## src/rtl/glitch_pkg.sv

```systemverilog
// Shared types for the clock glitch sequencer: FSM states and the per-slot configuration record.
package glitch_pkg;

  localparam int unsigned SLOT_CYC_W  = 16;
  localparam int unsigned SLOT_TICK_W = 6;

  typedef enum logic [2:0] {
    IDLE,
    ARMED,
    COUNT,
    OFFSET,
    PULSE,
    DONE
  } gs_state_e;

  typedef struct packed {
    logic                   en;
    logic [SLOT_CYC_W-1:0]  cyc;
    logic [SLOT_TICK_W-1:0] off;
    logic [SLOT_TICK_W-1:0] wid;
  } slot_cfg_t;

endpackage

```

## src/rtl/clock_glitch_sequencer_if.sv

```systemverilog
// Control link between the sequencer FSM (master) and its pulse timer (slave).
interface clock_glitch_sequencer_if #(
  parameter int unsigned TICK_W = 6
);
  logic              start;
  logic              abort;
  logic [TICK_W-1:0] off;
  logic [TICK_W-1:0] wid;
  logic              pulse;
  logic              pulse_next;
  logic              finished;

  modport master (output start, abort, off, wid, input pulse, pulse_next, finished);
  modport slave  (input start, abort, off, wid, output pulse, pulse_next, finished);
endinterface

```

## src/rtl/glitch_pulse_timer.sv

```systemverilog
// Offset/width down-counter: after start, waits off ticks then holds the registered pulse for wid ticks.
module glitch_pulse_timer #(
  parameter int unsigned TICK_W = 6
) (
  input  logic                     clk,
  input  logic                     rst,
  clock_glitch_sequencer_if.slave  tmr
);

  logic [TICK_W-1:0] off_q, off_d;
  logic [TICK_W-1:0] wid_q, wid_d;
  logic              pulse_q, pulse_d;

  // Offset drains first; width only counts once the offset is exhausted.
  always_comb begin
    off_d = off_q;
    wid_d = wid_q;
    if (tmr.abort) begin
      off_d = '0;
      wid_d = '0;
    end else if (tmr.start) begin
      off_d = tmr.off;
      wid_d = tmr.wid;
    end else if (off_q != '0) begin
      off_d = off_q - TICK_W'(1);
    end else if (wid_q != '0) begin
      wid_d = wid_q - TICK_W'(1);
    end
    pulse_d = (off_d == '0) && (wid_d != '0);
  end

  always_ff @(posedge clk or posedge rst) begin
    if (rst) begin
      off_q   <= '0;
      wid_q   <= '0;
      pulse_q <= 1'b0;
    end else begin
      off_q   <= off_d;
      wid_q   <= wid_d;
      pulse_q <= pulse_d;
    end
  end

  assign tmr.pulse      = pulse_q;
  assign tmr.pulse_next = pulse_d;
  assign tmr.finished   = (off_q == '0) && (wid_q == TICK_W'(1));

endmodule

```

## src/rtl/clock_glitch_sequencer.sv

```systemverilog
// Counts target-clock rising edges after a GPIO trigger and emits one timed glitch pulse per eligible slot.
module clock_glitch_sequencer
  import glitch_pkg::*;
#(
  parameter int unsigned GP        = 8,
  parameter int unsigned NUM_SLOTS = 4,
  parameter int unsigned CYC_W     = SLOT_CYC_W,
  parameter int unsigned TICK_W    = SLOT_TICK_W
) (
  input  logic                          clk,
  input  logic                          rst,
  input  logic                          tgt_clk,
  input  logic [GP-1:0]                 gpio_in,
  input  logic [$clog2(GP)-1:0]         trig_sel,
  input  logic                          arm,
  input  logic [NUM_SLOTS-1:0]          slot_en,
  input  logic [NUM_SLOTS*CYC_W-1:0]    slot_cyc,
  input  logic [NUM_SLOTS*TICK_W-1:0]   slot_off,
  input  logic [NUM_SLOTS*TICK_W-1:0]   slot_wid,
  output logic                          glitch,
  output logic                          busy,
  output logic                          done,
  output logic                          aborted,
  output logic [$clog2(NUM_SLOTS+1)-1:0] fired_cnt
);

  localparam int unsigned SEL_W = $clog2(GP);
  localparam int unsigned IDX_W = $clog2(NUM_SLOTS + 1);

  gs_state_e         state_q, state_d;
  slot_cfg_t         cfg_q [NUM_SLOTS];
  slot_cfg_t         cfg_d [NUM_SLOTS];
  logic [SEL_W-1:0]  sel_q, sel_d;
  logic              trig_prev_q, trig_prev_d;
  logic              tgt_prev_q, tgt_prev_d;
  logic [CYC_W-1:0]  cnt_q, cnt_d;
  logic [CYC_W-1:0]  last_cyc_q, last_cyc_d;
  logic [IDX_W-1:0]  idx_q, idx_d;
  logic [IDX_W-1:0]  fired_cnt_q, fired_cnt_d;
  logic              busy_q, busy_d, done_q, done_d, aborted_q, aborted_d;

  logic              trig_c, rise_c, fall_c, edge_c, start_c, abort_c, found_c;
  logic [IDX_W-1:0]  pick_c;
  logic [CYC_W-1:0]  pick_cyc_c;
  logic [TICK_W-1:0] pick_off_c, pick_wid_c;

  clock_glitch_sequencer_if #(.TICK_W(TICK_W)) tmr_if ();

  glitch_pulse_timer #(.TICK_W(TICK_W)) u_timer (
    .clk (clk),
    .rst (rst),
    .tmr (tmr_if.slave)
  );

  assign trig_c = gpio_in[sel_q];
  assign rise_c = trig_c & ~trig_prev_q;
  assign fall_c = ~trig_c & trig_prev_q;
  assign edge_c = tgt_clk & ~tgt_prev_q;

  // Lowest slot at or after idx_q that is enabled, non-zero width and strictly later than the last fired cycle.
  always_comb begin
    found_c    = 1'b0;
    pick_c     = '0;
    pick_cyc_c = '0;
    pick_off_c = '0;
    pick_wid_c = '0;
    for (int k = NUM_SLOTS - 1; k >= 0; k--) begin
      if ((IDX_W'(k) >= idx_q) && cfg_q[k].en && (cfg_q[k].wid != '0) &&
          ((fired_cnt_q == '0) || (CYC_W'(cfg_q[k].cyc) > last_cyc_q))) begin
        found_c    = 1'b1;
        pick_c     = IDX_W'(k);
        pick_cyc_c = CYC_W'(cfg_q[k].cyc);
        pick_off_c = TICK_W'(cfg_q[k].off);
        pick_wid_c = TICK_W'(cfg_q[k].wid);
      end
    end
  end

  always_comb begin
    state_d     = state_q;
    cfg_d       = cfg_q;
    sel_d       = sel_q;
    cnt_d       = cnt_q;
    last_cyc_d  = last_cyc_q;
    idx_d       = idx_q;
    fired_cnt_d = fired_cnt_q;
    start_c     = 1'b0;
    abort_c     = 1'b0;

    // Target edges keep counting while a pulse is in flight; the counter sticks at all-ones.
    if ((state_q == COUNT || state_q == OFFSET || state_q == PULSE) && edge_c && (cnt_q != '1))
      cnt_d = cnt_q + CYC_W'(1);

    case (state_q)
      IDLE: if (arm) begin
        state_d     = ARMED;
        sel_d       = trig_sel;
        cnt_d       = '0;
        last_cyc_d  = '0;
        idx_d       = '0;
        fired_cnt_d = '0;
        for (int k = 0; k < NUM_SLOTS; k++) begin
          cfg_d[k].en  = slot_en[k];
          cfg_d[k].cyc = SLOT_CYC_W'(slot_cyc[k*CYC_W +: CYC_W]);
          cfg_d[k].off = SLOT_TICK_W'(slot_off[k*TICK_W +: TICK_W]);
          cfg_d[k].wid = SLOT_TICK_W'(slot_wid[k*TICK_W +: TICK_W]);
        end
      end
      ARMED: if (rise_c) begin
        state_d = COUNT;
        cnt_d   = '0;
      end
      COUNT: begin
        if (fall_c) begin
          abort_c = 1'b1;
        end else if (!found_c) begin
          state_d = DONE;
        end else if (edge_c && (cnt_q == pick_cyc_c)) begin
          start_c    = 1'b1;
          last_cyc_d = pick_cyc_c;
          idx_d      = pick_c + IDX_W'(1);
          state_d    = (pick_off_c == '0) ? PULSE : OFFSET;
        end
      end
      OFFSET: begin
        if (fall_c)                 abort_c = 1'b1;
        else if (tmr_if.pulse_next) state_d = PULSE;
      end
      PULSE: begin
        if (fall_c) begin
          abort_c = 1'b1;
        end else if (tmr_if.finished) begin
          fired_cnt_d = fired_cnt_q + IDX_W'(1);
          state_d     = COUNT;
        end
      end
      DONE:    if (arm) state_d = IDLE;
      default: state_d = IDLE;
    endcase

    if (abort_c) state_d = DONE;

    busy_d      = state_d inside {ARMED, COUNT, OFFSET, PULSE};
    done_d      = (state_d == DONE);
    aborted_d   = done_d && (aborted_q || abort_c);
    tgt_prev_d  = tgt_clk;
    trig_prev_d = gpio_in[sel_d];
  end

  assign tmr_if.start = start_c;
  assign tmr_if.abort = abort_c;
  assign tmr_if.off   = pick_off_c;
  assign tmr_if.wid   = pick_wid_c;

  always_ff @(posedge clk or posedge rst) begin
    if (rst) begin
      state_q     <= IDLE;
      for (int k = 0; k < NUM_SLOTS; k++) cfg_q[k] <= '0;
      sel_q       <= '0;
      trig_prev_q <= 1'b0;
      tgt_prev_q  <= 1'b0;
      cnt_q       <= '0;
      last_cyc_q  <= '0;
      idx_q       <= '0;
      fired_cnt_q <= '0;
      busy_q      <= 1'b0;
      done_q      <= 1'b0;
      aborted_q   <= 1'b0;
    end else begin
      state_q     <= state_d;
      cfg_q       <= cfg_d;
      sel_q       <= sel_d;
      trig_prev_q <= trig_prev_d;
      tgt_prev_q  <= tgt_prev_d;
      cnt_q       <= cnt_d;
      last_cyc_q  <= last_cyc_d;
      idx_q       <= idx_d;
      fired_cnt_q <= fired_cnt_d;
      busy_q      <= busy_d;
      done_q      <= done_d;
      aborted_q   <= aborted_d;
    end
  end

  assign glitch    = tmr_if.pulse;
  assign busy      = busy_q;
  assign done      = done_q;
  assign aborted   = aborted_q;
  assign fired_cnt = fired_cnt_q;

endmodule

```

## config.mk

```make
export PLATFORM = sky130hd
export DESIGN_NAME = clock_glitch_sequencer
export DESIGN_NICKNAME = d
export VERILOG_FILES = /design/src/rtl/glitch_pkg.sv /design/src/rtl/clock_glitch_sequencer_if.sv /design/src/rtl/glitch_pulse_timer.sv /design/src/rtl/clock_glitch_sequencer.sv
export SDC_FILE = /design/constraint.sdc
export NUM_CORES = 1
export LEC_CHECK = 0
export ABC_CLOCK_PERIOD_IN_PS = 5110
export CAP_MARGIN = 20
export CORE_ASPECT_RATIO = 1.5
export CORE_MARGIN = 5
export CORE_UTILIZATION = 40
export DETAILED_ROUTE_END_ITERATION = 7
export GPL_ROUTABILITY_DRIVEN = 0
export HOLD_SLACK_MARGIN = 0.02
export PLACE_DENSITY = 0.73
export SETUP_SLACK_MARGIN = 0.3
export SLEW_MARGIN = 5
export SYNTH_ARGS = -nofsm -noshare
export SYNTH_HDL_FRONTEND = slang
export SYNTH_SLANG_ARGS = --single-unit
```

## constraint.sdc

```tcl
create_clock -name clk -period 5.11 [get_ports clk]
set_input_delay 0.511 -clock clk [delete_from_list [all_inputs] [get_ports clk]]
set_output_delay 0.511 -clock clk [all_outputs]
set_load 0.05 [all_outputs]
```

======== Word-level counts from Yosys, hierarchy flattened ========
Cells that the tools add are included.
operators by class
  add/sub/neg operators ................... 5
  multipliers ............................. 0
  div/mod/pow operators ................... 0
  magnitude comparators ................... 10
  equality and inequality tests ........... 19
  shift operators ......................... 0
  mux-type cells .......................... 69
  bitwise gates (word level) .............. 6
  reduce and logical (&&, ||, !) cells .... 44
operators by type and width
  operator                 count
  $mux W16                 11
  $mux W6                  15
  $mux W3                  23
  $gt A16 B16 Y1           4
  $pmux W16 S2             2
  $reduce_bool A6 Y1       7
  $logic_and A1 B1 Y1      18
  $logic_not A6 Y1         3
  $pmux W3 S6              1
  $add A16 B1 Y16 const B  1
  $eq A16 B16 Y1           1
  $ne A16 B16 Y1 const B   1
  $eq A3 B2 Y1 const B     4
  $eq A3 B3 Y1 const B     4
  $mux W1                  12
  $pmux W3 S2              2
  $sub A6 B1 Y6 const B    2
  $ne A2 B2 Y1 const B     5
  $lt A3 B4 Y1 const B     2
  $logic_or A1 B1 Y1       7
  $add A3 B1 Y3 const B    2
  $bmux W1 S3              2
  $eq A3 B1 Y1 const B     2
  $eq A6 B1 Y1 const B     1
  other kinds (13)         21
word-level totals
  bits in registers ....................... 178
  bits in latches ......................... 0
  bits in writable memories ............... 0
  ROM bits ................................ 0
  input port bits ......................... 131
  output and inout bits ................... 7
  word-level logic and storage cells ...... 183
  memories ................................ 0

======== Depth between registers and ports, before layout ========
  word-level depth ........................ 24
  mapped depth ............................ 20
  depth with buffers taken out ............ 15

======== Hierarchy ========
Synthesis repeated with hierarchy kept, for this count alone.
unflattened totals
  cell total of the unflattened synthesis .. 1,099
  area total of the unflattened synthesis .. 11,050.6 um^2
by module, submodules not included
  module                  times used  cells each  area each (um^2)  seq. area each (um^2)
  clock_glitch_sequencer  1           998         10,142.2          4,129.0
  glitch_pulse_timer      1           101         908.4             325.3

======== Least setup slack after synthesis ========
OpenSTA, ideal clock, no wires.
  kind .................................... register to register
  from .................................... register fired_cnt_q[0] (netlist: fired_cnt[0])
  to ...................................... register idx_q[0]
  library setup time ...................... 125 ps
  arrival ................................. 4,255 ps
  data required time ...................... 4,985 ps
  path slack .............................. 730 ps
  cell stages (with the launch flop) ...... 19
  buffers on the path ..................... 4
  clock period less this slack ............ 4,380 ps
  path through ............................ dfrtp_1 > inv_1 > ha_1 > nor2b_2 > buf_6 > a211o_1 > nor4_4 > nor2_2 > buf_2 > a221oi_1 > mux2i_1 > o21ai_0 > nor4_2 > nand2_2 > nor2_2 > o22a_1 > buf_6 > buf_12 > mux2_4
on the way
  word-level cells in the longest chain between the ends .. 12
  elaborated cells between the ends (all ways) .. 31
  those cells by class .................... 1 x add/sub; 3 x eq/ne; 16 x mux; 11 x reduce/logical
RTL lines
  what                    RTL line                       text
  from (decl)             clock_glitch_sequencer.sv:39   logic [IDX_W-1:0] fired_cnt_q, fired_cnt_d;
  from (signal assigned)  clock_glitch_sequencer.sv:178  fired_cnt_q <= fired_cnt_d;
  $logic_not A3 Y1 (*)    clock_glitch_sequencer.sv:69   ((fired_cnt_q == '0) || (CYC_W'(cfg_q[k].cyc) > last_cyc_q))) begin
  $logic_or A1 B1 Y1      clock_glitch_sequencer.sv:69
  $logic_and A1 B1 Y1     clock_glitch_sequencer.sv:68   if ((IDX_W'(k) >= idx_q) && cfg_q[k].en && (cfg_q[k].wid != '0) &&
  $mux W2                 clock_glitch_sequencer.sv:68
  $mux W3 (3 in a row)    clock_glitch_sequencer.sv:68
  $add A3 B1 Y3           clock_glitch_sequencer.sv:121  idx_d = pick_c + IDX_W'(1);
  $mux W3                 clock_glitch_sequencer.sv:118  end else if (edge_c && (cnt_q == pick_cyc_c)) begin
  $mux W3                 clock_glitch_sequencer.sv:116  end else if (!found_c) begin
  $mux W3                 clock_glitch_sequencer.sv:114  if (fall_c) begin
  $pmux W3 S2             clock_glitch_sequencer.sv:94   case (state_q)
  to (signal assigned)    clock_glitch_sequencer.sv:177  idx_q <= idx_d;
  to (decl)               clock_glitch_sequencer.sv:38   logic [IDX_W-1:0] idx_q, idx_d;
Mark *: on every way between the ends. The rest lies on a longest branch, timed or not. The select of a mux whose other input is x is not followed.
A chain may end at the register's enable or synchronous reset.

======== Final worst setup path ========
  from .................................... register cfg_q[56] in the netlist's numbering
  to ...................................... register last_cyc_q[4]
on the way
  word-level cells in the longest chain between the ends .. 10
  elaborated cells between the ends (all ways) .. 18
  those cells by class .................... 1 x order compare; 3 x eq/ne; 10 x mux; 4 x reduce/logical
RTL lines
  what                                                         RTL line                                                      text
  from (decl)                                                  clock_glitch_sequencer.sv:31                                  slot_cfg_t cfg_q [NUM_SLOTS];
  from (signal assigned)                                       clock_glitch_sequencer.sv:171                                 cfg_q <= cfg_d;
  $gt A16 B16 Y1                                               clock_glitch_sequencer.sv:69
  $logic_or A1 B1 Y1                                           clock_glitch_sequencer.sv:69
  $logic_and A1 B1 Y1                                          clock_glitch_sequencer.sv:68
  $mux W16 (3 in a row)                                        clock_glitch_sequencer.sv:68
  $eq A16 B16 Y1 or $mux W16 (tied branches)                   clock_glitch_sequencer.sv:118
  $logic_and A1 B1 Y1 or $mux W16 (tied branches)              clock_glitch_sequencer.sv:118, clock_glitch_sequencer.sv:116
  $ne A2 B1 Y1 (no line) or $mux W16 (tied branches)           -
  $reduce_and A5 Y1 (no line) or $pmux W16 S2 (tied branches)  -
  to (signal assigned)                                         clock_glitch_sequencer.sv:176                                 last_cyc_q <= last_cyc_d;
  to (decl)                                                    clock_glitch_sequencer.sv:37                                  logic [CYC_W-1:0] last_cyc_q, last_cyc_d;
Several ways; a longest one is shown, not always the timed one. The select of a mux whose other input is x is not followed.

==> reports/results.ini <==
[drt]
drc_errors=0
dr.pass1.iters=5
drtIter0Drc=591
post_drt_wl_per_cell_um=20.36
routed_via_density=5.880
ant_nets=0
dr_total_vias=9214
drt_wl_total_um=31910

[synth]
yosysTopAreaCell=dfrtp_1
synth_area_per_cell_um2=10.31
yosys_warnings=0
synth-edff-count=0
async_flop_share_pct=100.0
synthCells=1067
synth_seq_cells=178
synthesis.area_mm2=0.01100
ys_seq_area_share_pct=40.48
yosys.area.top_type_share_pct=40.48
synthFlopType=dfrtp_1
ys_top_cells_by_area=dfrtp_1 40%, mux2_2 12%, ha_1 8.3%, nor2_1 2.7%, o21ai_0 2.5%
synthesis.nets=1271
yosysUniqueCellTypes=81

[setup_path]
cpMaxStageDelayCell=a2111o_1
worstPathRequired_ns=5.43
r2r_end=last_cyc_q[4]$_DFFE_PP0P_
crit_cells=16
crit_fanout=19
end_kind=flip-flop
startpoint=cfg_q[56]$_DFFE_PP0P_
crit_path_start_kind=flip-flop
cp_cell_sequence=ha_1, nand4_1, nor2_1, a2111o_1, o31a_1, buf_6, o32ai_2, nor2_1, o311ai_2, nand4_1, nor4_4, nand2_2, nor2_2, o22a_1, buf_12, mux2_2
cp-endpoint=last_cyc_q[4]$_DFFE_PP0P_
criticalPathCategory=reg2reg
path_buf_inv=2
r2r-start=cfg_q[56]$_DFFE_PP0P_
cpLargestDelayFamily=compound AO/OA/AOI/OAI gates
regToRegSetupSlack_ns=0.43
worstPathArrival_ns=5.01
r2r_cells=16
cpPeakStageDelay_ns=0.49

[cells_and_area]
fillerInstances=2453
area_growth_pct=24.61
drive_gt1_share_pct=20.21
multi_input_area_mm2=0.006291
seq_area_mm2=0.004454
final_core_util_pct=50.37
final_nets=1413

[clock_network]
clkTransAtPathRegs_ns=0.07
numCtsBuffers=17
cts.sinks=178
clockBufferDepth=2
htreeDepth=4
hold_buffers=0
cts_root_buf=clkbuf_16
insertion_delay_ns=0.44
cts_tree=yes

[floorplan]
num_rows=74
start_util_pct=40.42
io_pins=138
die-area_mm2=0.03099
die_w_um=145.4
core_area_mm2=0.02722
die_y_um=213.1

[timing]
final_hold_viol_count=0
final_max_slew_viol_count=0
holdWs_ns=0.5113
finClkSkew_ns=0.007594
clock.fmax_mhz=213.6
maxSlewHeadroom_pct=15.34
period_share_pct=91.62
tns_ns=0
worstMarginPinSlew_ns=1.270
setup_viol=0
worst_slack_ns=0.4284
rsz0062_at_grt=false
fin_crit_ns=4.682

[placed_design]
place_ws_ns=0.07614
place_hpwl_um=23870
portBuffers=137

[global_routing]
grt_pass1_vias=9478
grt_usage_pct=20.24
grt_antenna_before_repair=3
grt_pass1_wl_um=50050
grt_remaining_overflow=0
grt_max_degree=179

[run]
maxCapViolations=0

[pwr]
p_leak_nw=5.580
powerDensity_mw_per_mm2=697.7
vdd_drop_max_v=0.0003772

[run_status]
status=complete, no violations

[hold_path]
hp-class=reg2reg

[where the power goes]
group / switching [W] / internal (W) / total [W]
sequential: 0.000606 / 0.00203 / 0.00264
combinational: 0.00308 / 0.00247 / 0.00554
clock: 0.000592 / 0.000792 / 0.00138
[layout make-up]
type | instances | area share [%]
antenna | 3 | 0.05475
clock buffer | 19 | 3.231
clock inverter | 13 | 1.259
inverter | 45 | 1.259
multi-input combinational | 791 | 45.88
sequential | 178 | 32.49
tap | 342 | 3.121
timing repair buffer | 176 | 12.70
[Yosys cell counts (21+ instances only)]
master	n
clkbuf_1	28
nand3_1	21
mux2i_1	23
a21oi_1	46
mux2_2	116
inv_1	45
nor3_1	27
o21ai_0	56
ha_1	73
nand2_1	67
dfrtp_1	178
nor2_1	80
nand4_1	25
[kinds of logic (layout without fill, tap and decap cells)]
family,count (synthesis),after routing,share of synthesized area [%]
XOR/XNOR,23,23,1.831
AO/OA/AOI/OAI,240,240,16.08
buffers and inverters,98,253,4.003
flip-flops,178,178,40.48
AND/OR/NAND/NOR,311,311,14.52
multiplexers,144,144,14.78
other,0,3,0
adder cells (fa/ha/maj),73,73,8.301
[routing by layer]
metal / GRT usage (%) / part of all wire, % / vias up
li1: - / - / 4276
met1: 23.50 / 38 / 4515
met2: 34.92 / 51 / 327
met3: 3.652 / 5.0 / 96
met4: 12.17 / 5.2 / 0
met5: 0 / 0 / -
[worst min-delay path by stage]
stage                                 endpoint  depth (start not counted)                       start  slack, ns
floorplan               cfg_q[115]$_DFFE_PP0P_                          1      cfg_q[115]$_DFFE_PP0P_       0.47
global placement    last_cyc_q[10]$_DFFE_PP0P_                          1  last_cyc_q[10]$_DFFE_PP0P_       0.49
detailed placement      cfg_q[115]$_DFFE_PP0P_                          1      cfg_q[115]$_DFFE_PP0P_       0.49
CTS                 last_cyc_q[14]$_DFFE_PP0P_                          1  last_cyc_q[14]$_DFFE_PP0P_       0.51
global route              tgt_prev_q$_DFF_PP0_                          1                     tgt_clk       0.51
finish                   cfg_q[10]$_DFFE_PP0P_                          1       cfg_q[10]$_DFFE_PP0P_       0.51
[repair_timing]
item | 4_1_cts | 5_1_grt
pin swaps | 1 | 11
buffers inserted | 0 | 5
resized for setup | 6 | 33
setup endpoints to repair | 27 | 32
endpoints found under the hold margin | 0 | 0
[layout by cell type (no fill, tap or decap), types with 17 or more instances in the layout]
master / n
clkdlybuf4s50_1: 137
inv_1: 34
a21oi_1: 46
ha_1: 72
clkbuf_16: 17
nand2_1: 66
nor3_1: 25
nand3_1: 21
dfrtp_1: 178
mux2_2: 116
nand4_1: 25
o21ai_0: 56
nor2_1: 80
buf_4: 30
mux2i_1: 22
[state kept, by name (all words and copies together) (netlist names), 3 cells and up]
| name | flops |
|---|---|
| cfg_q | 116 |
| cnt_q | 16 |
| last_cyc_q | 16 |
| u_timer.off_q | 6 |
| u_timer.wid_q | 6 |
| fired_cnt | 3 |
| idx_q | 3 |
| sel_q | 3 |
| state_q | 3 |
[through the flow]
stage	instance area [µm²]	power, W	std cells
6_report	13710	0.009566	1567
5_1_grt	13710	0.01022	1567
4_1_cts	13520	0.009279	1559
3_3_place_gp	12850	0.007611	1526
2_1_floorplan	11010	0.006196	1067
3_5_place_dp	12860	0.007799	1527
Power figures use the tool's default switching activity.
